==> src/rtl/divider_pkg.sv <==
// Shared types and constants for the iterative signed divider and its control FSM.
package divider_pkg;

    localparam int unsigned DIV_WIDTH   = 32;
    localparam int unsigned DIV_CNT_W   = 6;
    localparam int unsigned DIV_LATENCY = 33;

    typedef enum logic [2:0] {
        IDLE  = 3'd0,
        RUN   = 3'd1,
        FIXUP = 3'd2,
        ZERO  = 3'd3,
        DONE  = 3'd4
    } div_state_e;

endpackage

==> src/rtl/divider_if.sv <==
// Start/done handshake and operand/result bus shared by the divider and its requester.
interface divider_if
    import divider_pkg::*;
#(
    parameter int unsigned WIDTH = DIV_WIDTH
) ();

    logic [WIDTH-1:0] a;
    logic [WIDTH-1:0] b;
    logic             start;
    logic [WIDTH-1:0] quotient;
    logic [WIDTH-1:0] remainder;
    logic             done;
    logic             div_zero;
    logic             busy;

    modport master (
        output a, b, start,
        input  quotient, remainder, done, div_zero, busy
    );

    modport slave (
        input  a, b, start,
        output quotient, remainder, done, div_zero, busy
    );

endinterface

==> src/rtl/div_step.sv <==
// One restoring-division iteration: trial subtract of the divisor from the shifted partial remainder.
module div_step #(
    parameter int unsigned WIDTH = 32
) (
    input  logic [WIDTH:0]   p,
    input  logic [WIDTH-1:0] q,
    input  logic [WIDTH-1:0] d,
    output logic [WIDTH:0]   p_next,
    output logic [WIDTH-1:0] q_next
);

    logic [WIDTH+1:0] shifted;
    logic [WIDTH+1:0] trial;

    // Extra top bit makes the trial borrow visible even if P ever carried a high bit.
    always_comb begin
        shifted = {p, q[WIDTH-1]};
        trial   = shifted - {2'b00, d};
        if (!trial[WIDTH+1]) begin
            p_next = trial[WIDTH:0];
            q_next = {q[WIDTH-2:0], 1'b1};
        end else begin
            p_next = shifted[WIDTH:0];
            q_next = {q[WIDTH-2:0], 1'b0};
        end
    end

endmodule

==> src/rtl/divider.sv <==
// Iterative signed 32/32 divider: restoring shift-subtract on magnitudes, then sign fixup.
module divider
    import divider_pkg::*;
#(
    parameter int unsigned WIDTH = DIV_WIDTH
) (
    input  logic      clk,
    input  logic      reset_n,
    divider_if.slave  bus
);

    localparam int unsigned CNT_W = DIV_CNT_W;
    localparam logic [CNT_W-1:0] CNT_LAST = CNT_W'(WIDTH - 1);

    div_state_e       state, state_nxt;

    logic [WIDTH:0]   p_q, p_nxt;
    logic [WIDTH-1:0] q_q, q_nxt;
    logic [WIDTH-1:0] d_q, d_nxt;
    logic [WIDTH-1:0] a_q, a_nxt;
    logic             sign_q_q, sign_q_nxt;
    logic             sign_r_q, sign_r_nxt;
    logic [CNT_W-1:0] cnt_q, cnt_nxt;

    logic [WIDTH-1:0] quo_q, quo_nxt;
    logic [WIDTH-1:0] rem_q, rem_nxt;
    logic             done_q, done_nxt;
    logic             dz_q, dz_nxt;
    logic             busy_q, busy_nxt;

    logic [WIDTH:0]   step_p;
    logic [WIDTH-1:0] step_q;
    logic             accept_c;

    assign accept_c = bus.start && ((state == IDLE) || (state == DONE));

    div_step #(.WIDTH(WIDTH)) u_step (
        .p      (p_q),
        .q      (q_q),
        .d      (d_q),
        .p_next (step_p),
        .q_next (step_q)
    );

    always_ff @(posedge clk or negedge reset_n) begin
        if (!reset_n) begin
            state <= IDLE;
        end else begin
            state <= state_nxt;
        end
    end

    always_comb begin
        state_nxt = state;
        case (state)
            IDLE, DONE: begin
                if (accept_c) begin
                    state_nxt = (bus.b == '0) ? ZERO : RUN;
                end
            end
            RUN:     if (cnt_q == CNT_LAST) state_nxt = FIXUP;
            FIXUP:   state_nxt = DONE;
            ZERO:    state_nxt = DONE;
            default: state_nxt = IDLE;
        endcase
    end

    // Datapath and result next-values; everything holds unless the current state updates it.
    always_comb begin
        p_nxt      = p_q;
        q_nxt      = q_q;
        d_nxt      = d_q;
        a_nxt      = a_q;
        sign_q_nxt = sign_q_q;
        sign_r_nxt = sign_r_q;
        cnt_nxt    = cnt_q;
        quo_nxt    = quo_q;
        rem_nxt    = rem_q;
        done_nxt   = done_q;
        dz_nxt     = dz_q;
        case (state)
            IDLE, DONE: begin
                if (accept_c) begin
                    done_nxt   = 1'b0;
                    dz_nxt     = 1'b0;
                    quo_nxt    = '0;
                    rem_nxt    = '0;
                    p_nxt      = '0;
                    q_nxt      = bus.a[WIDTH-1] ? -bus.a : bus.a;
                    d_nxt      = bus.b[WIDTH-1] ? -bus.b : bus.b;
                    a_nxt      = bus.a;
                    sign_q_nxt = bus.a[WIDTH-1] ^ bus.b[WIDTH-1];
                    sign_r_nxt = bus.a[WIDTH-1];
                    cnt_nxt    = '0;
                end
            end
            RUN: begin
                p_nxt   = step_p;
                q_nxt   = step_q;
                cnt_nxt = cnt_q + CNT_W'(1);
            end
            FIXUP: begin
                quo_nxt  = sign_q_q ? -q_q : q_q;
                rem_nxt  = sign_r_q ? -p_q[WIDTH-1:0] : p_q[WIDTH-1:0];
                done_nxt = 1'b1;
                dz_nxt   = 1'b0;
            end
            ZERO: begin
                quo_nxt  = '0;
                rem_nxt  = a_q;
                done_nxt = 1'b1;
                dz_nxt   = 1'b1;
            end
            default: ;
        endcase
        busy_nxt = (state_nxt == RUN) || (state_nxt == FIXUP) || (state_nxt == ZERO);
    end

    always_ff @(posedge clk or negedge reset_n) begin
        if (!reset_n) begin
            p_q      <= '0;
            q_q      <= '0;
            d_q      <= '0;
            a_q      <= '0;
            sign_q_q <= 1'b0;
            sign_r_q <= 1'b0;
            cnt_q    <= '0;
            quo_q    <= '0;
            rem_q    <= '0;
            done_q   <= 1'b0;
            dz_q     <= 1'b0;
            busy_q   <= 1'b0;
        end else begin
            p_q      <= p_nxt;
            q_q      <= q_nxt;
            d_q      <= d_nxt;
            a_q      <= a_nxt;
            sign_q_q <= sign_q_nxt;
            sign_r_q <= sign_r_nxt;
            cnt_q    <= cnt_nxt;
            quo_q    <= quo_nxt;
            rem_q    <= rem_nxt;
            done_q   <= done_nxt;
            dz_q     <= dz_nxt;
            busy_q   <= busy_nxt;
        end
    end

    assign bus.quotient  = quo_q;
    assign bus.remainder = rem_q;
    assign bus.done      = done_q;
    assign bus.div_zero  = dz_q;
    assign bus.busy      = busy_q;

endmodule
==> src/flat_wrapper.sv <==
// flat-port wrapper written by rule: the top's interface ports become plain ports
module divider_flat import divider_pkg::*;
#(
    parameter int unsigned WIDTH = DIV_WIDTH
)
  (clk, reset_n, bus_a, bus_b, bus_start, bus_quotient, bus_remainder, bus_done, bus_div_zero, bus_busy);
  divider_if #(.WIDTH(WIDTH)) bus_i ();
  input  logic clk;
  input  logic reset_n;
  input wire logic [$bits(bus_i.a)-1:0] bus_a;
  input wire logic [$bits(bus_i.b)-1:0] bus_b;
  input wire logic [$bits(bus_i.start)-1:0] bus_start;
  output wire logic [$bits(bus_i.quotient)-1:0] bus_quotient;
  output wire logic [$bits(bus_i.remainder)-1:0] bus_remainder;
  output wire logic [$bits(bus_i.done)-1:0] bus_done;
  output wire logic [$bits(bus_i.div_zero)-1:0] bus_div_zero;
  output wire logic [$bits(bus_i.busy)-1:0] bus_busy;
  assign bus_i.a = bus_a;
  assign bus_i.b = bus_b;
  assign bus_i.start = bus_start;
  assign bus_quotient = bus_i.quotient;
  assign bus_remainder = bus_i.remainder;
  assign bus_done = bus_i.done;
  assign bus_div_zero = bus_i.div_zero;
  assign bus_busy = bus_i.busy;
  divider #(.WIDTH(WIDTH)) u_core (.clk(clk), .reset_n(reset_n), .bus(bus_i));
endmodule
==> config.mk <==
export PLATFORM = sky130hd
export DESIGN_NAME = divider_flat
export DESIGN_NICKNAME = d
export VERILOG_FILES = /design/src/rtl/divider_pkg.sv /design/src/rtl/divider_if.sv /design/src/rtl/div_step.sv /design/src/rtl/divider.sv /design/src/flat_wrapper.sv
export SDC_FILE = /design/constraint.sdc
export NUM_CORES = 1
export LEC_CHECK = 0
export CORE_ASPECT_RATIO = 0.5
export CORE_MARGIN = 2
export CORE_UTILIZATION = 40
export DETAILED_ROUTE_END_ITERATION = 12
export GPL_TIMING_DRIVEN = 0
export PLACE_DENSITY = 0.71
export RECOVER_POWER = 100
export SYNTH_ARGS = -nofsm -noshare
export SYNTH_HDL_FRONTEND = slang
export SYNTH_SLANG_ARGS = --single-unit
==> constraint.sdc <==
create_clock -name clk -period 8.4 [get_ports clk]
set_clock_uncertainty 0.2 [all_clocks]
set_input_delay 1.68 -clock clk [delete_from_list [all_inputs] [get_ports clk]]
set_output_delay 1.68 -clock clk [all_outputs]
set_load 0.005 [all_outputs]
; Word level (Yosys, flattened, before mapping)
; Index checks and enable logic that the tools add are counted.
[word_totals]
ff_bits = 207
latchBits = 0
ramBits = 0
romBits = 0
out_inout_bits = 67
wordCells = 66
mem_count = 0
[classes]
n_addsub = 6
mul = 0
n_div = 0
n_lt_le_gt_ge = 0
eq_ne = 9
shifts = 0
muxes = 22
n_bitwise = 1
n_reduce_logical = 15
[op_table]
columns = cell, count
row1 = two-way mux 32 bit, 6
row2 = case mux 32 bit (3 select lines), 2
row3 = negation 32 bit, 4
row4 = two-way mux 33 bit, 2
row5 = case mux 33 bit (2 select lines), 1
row6 = case mux 32 bit (2 select lines), 1
row7 = subtractor 34 x 32 -> 34 bit, 1
row8 = logical NOT 32 bit, 1
row9 = "== test 3 x 2 -> 1 bit, second input constant", 4
row10 = case mux 6 bit (2 select lines), 1
row11 = case mux 3 bit (3 select lines), 1
row12 = AND reduction 2 bit, 4
row13 = "adder 6 x 1 -> 6 bit, second input constant", 1
row14 = "== test 3 x 1 -> 1 bit, second input constant", 2
row15 = "== test 6 x 5 -> 1 bit, second input constant", 1
row16 = two-way mux 3 bit, 2
row17 = two-way mux 6 bit, 1
row18 = nonzero test 2 bit, 2
row19 = OR reduction 2 bit, 2
row20 = "== test 3 bit, second input constant", 1
row21 = logical NOT 3 bit, 1
row22 = logical OR 1 bit, 3
row23 = case mux 1 bit (3 select lines), 1
row24 = nonzero test 3 bit, 1
row25 = 6 further kinds, 7

; Depth between registers and ports, before layout
[depth]
ltp_word = 8
mapped_depth = 14
mapped_depth_nobuf = 13

; By module
; Synthesis repeated with hierarchy kept, for this count alone.
[hier_totals]
hier_cells = 1531
hier_area_um2 = 13279.0
[modules_own_cells]
columns = module, n_inst, cells_each, area_each_um2
row1 = divider, 1, 1172, 10875.4
row2 = div_step, 1, 359, 2403.6

; Worst setup path after synthesis
; No wires, ideal clock.
[synth_path]
path_type = input -> register
from = in bus_a[4]
to = reg u_core.q_q[26]
setup_ns = 0.129
arrival_ns = 4.416
t_required_ns = 8.071
slack_ns = 3.656
cell_stages = 9
n_path_buf = 0
cell_sequence = or3_4 or3b_4 or3_4 or3_1 or4_4 or3_4 o31ai_4 xor2_1 o21ai_1
[synth_via]
elab_chain_len = 4
[synth_rtl]
columns = item, line
row1 = start: declaration, flat_wrapper.sv:10  ; input wire logic [$bits(bus_i.a)-1:0] bus_a;
row2 = negation 32 bit, divider.sv:89  ; q_nxt = bus.a[WIDTH-1] ? -bus.a : bus.a;
row3 = two-way mux 32 bit, divider.sv:89
row4 = two-way mux 32 bit, divider.sv:83  ; if (accept_c) begin
row5 = case mux 32 bit (2 select lines), divider.sv:81  ; case (state)
row6 = end signal: assignment, divider.sv:135  ; q_q <= q_nxt;
row7 = end: declaration, divider.sv:18  ; logic [WIDTH-1:0] q_q, q_nxt;
; Every way passes these cells. The select of a mux whose other input is x is not followed.
; A chain may end at the register's enable or synchronous reset.

; Worst setup path after layout
[layout_path]
from = in bus_a[2]
to = reg u_core.q_q[26]
; Same word-level chain as after synthesis.

==> results.cfg <==
[placement]
place.gp.congestion = 0.942
io_buffers = 133
place_hpwl_um = 27400
place_area_mm2 = 0.0144
dp_cells = 2021

[routing]
via_count = 11100
drt-initial-drc-count = 1023
firstDrtPassIters = 5
avgRoutedWirePerCell_um = 17.5
ant_nets = 0
viasPerCell = 5.42
drc = 0
drt-total-wl_um = 36000

[run_status]
status = complete, but fails checks
violations = capacitance limit, slew limit

[layout]
syn2layout_area_growth_pct = 19.6
final_nets = 1727
design_area_mm2 = 0.0150
final_cell_count_no_fill = 2056
drive_gt1_share_pct = 2.39
fin_util_pct = 49.0

[timing]
slew_viol_final = 124
rsz0062_at_grt = no
slew_headroom_pct = -104
setup_viol = 0
tightest_slew_ns = 3.06
max_freq_ghz = 0.191
tns_ns = 0
hold_ws_ns = 0.272
finalCritPeriodShare_pct = 62.4
hold_viol = 0
min_period_ns = 5.24

[worst_setup_path]
r2r_start = u_core.q_q[31]$_DFFE_PN0P_
r2r_slack_ns = 3.73
arrival_ns = 5.41
end_kind = register
r2r_cells = 13
critPathKind = in2reg
startpoint_type = input port
crit_required_ns = 8.57
r2r_end = u_core.p_q[28]$_DFFE_PN0P_
crit_fanout = 5

[power_and_ir_drop]
p_comb_share_pct = 52.5
p_clk_share_pct = 15.5
vdd_drop_max_mv = 0.161
p_per_area_mw_per_mm2 = 391
switching_share_pct = 44.1
seqPwrFrac_pct = 32.0
leakage_nw = 6.69
power.switching_mw = 2.58
internal-power_mw = 3.27

[clock_tree]
tritoncts = done
hold_buffers = 0
h-tree-depth = 1
cts.path.max_buffers = 3
path_clk_slew_ns = 0.06
cts_setup_buffers = 0
clock_sinks = 206
post_cts_resized = 0
clk_latency_ns = 0.52
cts_root_buf = clkbuf_16
numCtsBuffers = 22

[global_routing]
grt.total_usage_pct = 21.9
grt_pass1_vias = 10700
grt_pass1_wl_um = 57700
antenna_found_initial = 1
grt_max_degree = 124
gr-total-overflow = 0

[logic_synthesis]
synth.yosys.warnings = 0
synth_edf_count = 0
syn_area_mm2 = 0.0125
yosysTopAreaCell = dfrtp_1
synthTopCellsByArea = dfrtp_1, o21ai_0, xor2_1, nand2_1, ha_1
syn_area_per_cell_um2 = 8.55
dominantRegCellSynth = dfrtp_1
synth_top_area_share_pct = 41.2
syn_inst = 1464
async_reset_ff_share_pct = 100
synth-seq-cells = 206
yosysSeqAreaShare_pct = 41.2
syn-num-nets = 1569
synth.distinct_cells = 63

[floorplan]
core_area_mm2 = 0.0306
ios = 134
start_util_pct = 41.0
die_h_um = 129
die_x_um = 254
num_rows = 45
die_area_mm2 = 0.0328

[worst_hold_path]
holdCritPathClass = reg2reg
hold_depth = 2
hold_end = u_core.bus.quotient[25]$_DFFE_PN0P_
hp-start = u_core.bus.quotient[25]$_DFFE_PN0P_

[job]
cap_violations = 1
==> metal layers <==
metal	vias up	wire length [um]	global-route usage [%]	part of all wire, %
li1	5462	-	-	-
met1	5310	16600	30.2	46
met2	317	16600	36.2	46
met3	55	1970	3.50	5.5
met4	0	862	6.09	2.4
met5	-	0	0	0
==> cells by family after synthesis <==
family	count (synthesis)	share of synthesized area (%)
and+or+nand+nor	479	17.7
AOI/OAI and AO/OA	435	20.8
DFF	206	41.2
xor gates and xnor gates	145	10.1
buffers and inverters	132	3.97
adders and majority gates	38	3.86
muxes	29	2.33
==> power by group through the flow <==
stage,Clock (mW),Combinational [mW],Sequential [mW]
finish,0.907,3.07,1.87
global route,0.960,3.47,1.92
CTS,0.921,3.09,1.86
detailed placement,0,3.07,1.87
global placement,0,3.00,1.86
floorplan,0,2.31,1.72
==> synthesized netlist by cell type, types with 21 or more instances <==
cell type,number
a21oi_1,72
a22oi_1,29
clkbuf_1,69
dfrtp_1,206
ha_1,37
inv_1,50
mux2i_1,28
nand2_1,266
nand3_1,32
nor2_1,55
o21ai_0,212
o31ai_1,31
or3_1,21
or4_1,22
xnor2_1,25
xor2_1,120
==> registers in the layout (all words and copies together) (netlist names) <==
register / count
u_core.bus.quotient: 32
u_core.bus.done: 1
u_core.bus.busy: 1
u_core.a_q: 31
u_core.state: 3
u_core.d_q: 32
u_core.q_q: 32
u_core.sign_q_q: 1
u_core.bus.remainder: 32
u_core.cnt_q: 6
u_core.bus.div_zero: 1
u_core.p_q: 33
u_core.sign_r_q: 1
==> through the flow <==
step	power, mW	setup slack (ns)
final	5.85	3.16
after global routing	6.35	2.97
after CTS	5.87	3.47
after detailed placement	4.94	2.96
after global placement	4.87	-3.32
after floorplan	4.03	3.66
==> placed cells by master (no fill, tap or decap), types with 10 or more instances in the layout <==
| master | count |
|---|---|
| nand2_1 | 266 |
| o21ai_0 | 216 |
| dfrtp_1 | 206 |
| xor2_1 | 120 |
| clkbuf_1 | 80 |
| a21oi_1 | 72 |
| dlygate4sd3_1 | 71 |
| clkdlybuf4s50_1 | 61 |
| nor2_1 | 55 |
| inv_1 | 50 |
| ha_1 | 37 |
| o31ai_1 | 32 |
| nand3_1 | 32 |
| a22oi_1 | 29 |
| mux2i_1 | 28 |
| or4_1 | 25 |
| xnor2_1 | 25 |
| or3_1 | 24 |
| clkbuf_16 | 23 |
| a21o_1 | 18 |
| o41ai_1 | 15 |
| buf_1 | 11 |
| nor3_1 | 11 |
| nand2b_1 | 11 |
| nor2b_1 | 10 |
==> cell type report <==
| type | instances | area (um^2) |
|---|---|---|
| well taps | 423 | 529 |
| repair buffers | 134 | 1340 |
| flip-flops and latches | 206 | 5150 |
| plain buffers | 82 | 308 |
| multi-input cells | 1126 | 6820 |
| diodes | 1 | 2.50 |
| inverters | 50 | 188 |
| fillers | 2890 | 15600 |
| clock buffers | 34 | 637 |
==> critical path, cell delays in order <==
cell           delay, ns
dlygate4sd3_1       0.60
or3_1               0.39
or3b_1              0.46
or3_1               0.43
or3_1               0.39
or4_1               0.49
or3_1               0.43
o31ai_1             0.28
xor2_1              0.19
o21ai_1             0.07
==> worst max path at each step <==
| stage | from | end | depth (start not counted) |
|---|---|---|---|
| floorplan | bus_a[4] | u_core.q_q[26]$_DFFE_PN0P_ | 9 |
| global placement | reset_n | u_core.bus.quotient[27]$_DFFE_PN0P_ | 1 |
| detailed placement | bus_a[2] | u_core.q_q[26]$_DFFE_PN0P_ | 10 |
| CTS | bus_a[2] | u_core.q_q[28]$_DFFE_PN0P_ | 10 |
| global route | reset_n | u_core.q_q[29]$_DFFE_PN0P_ | 2 |
| finish | bus_a[2] | u_core.q_q[26]$_DFFE_PN0P_ | 10 |
(Power assumes the default switching activity.)
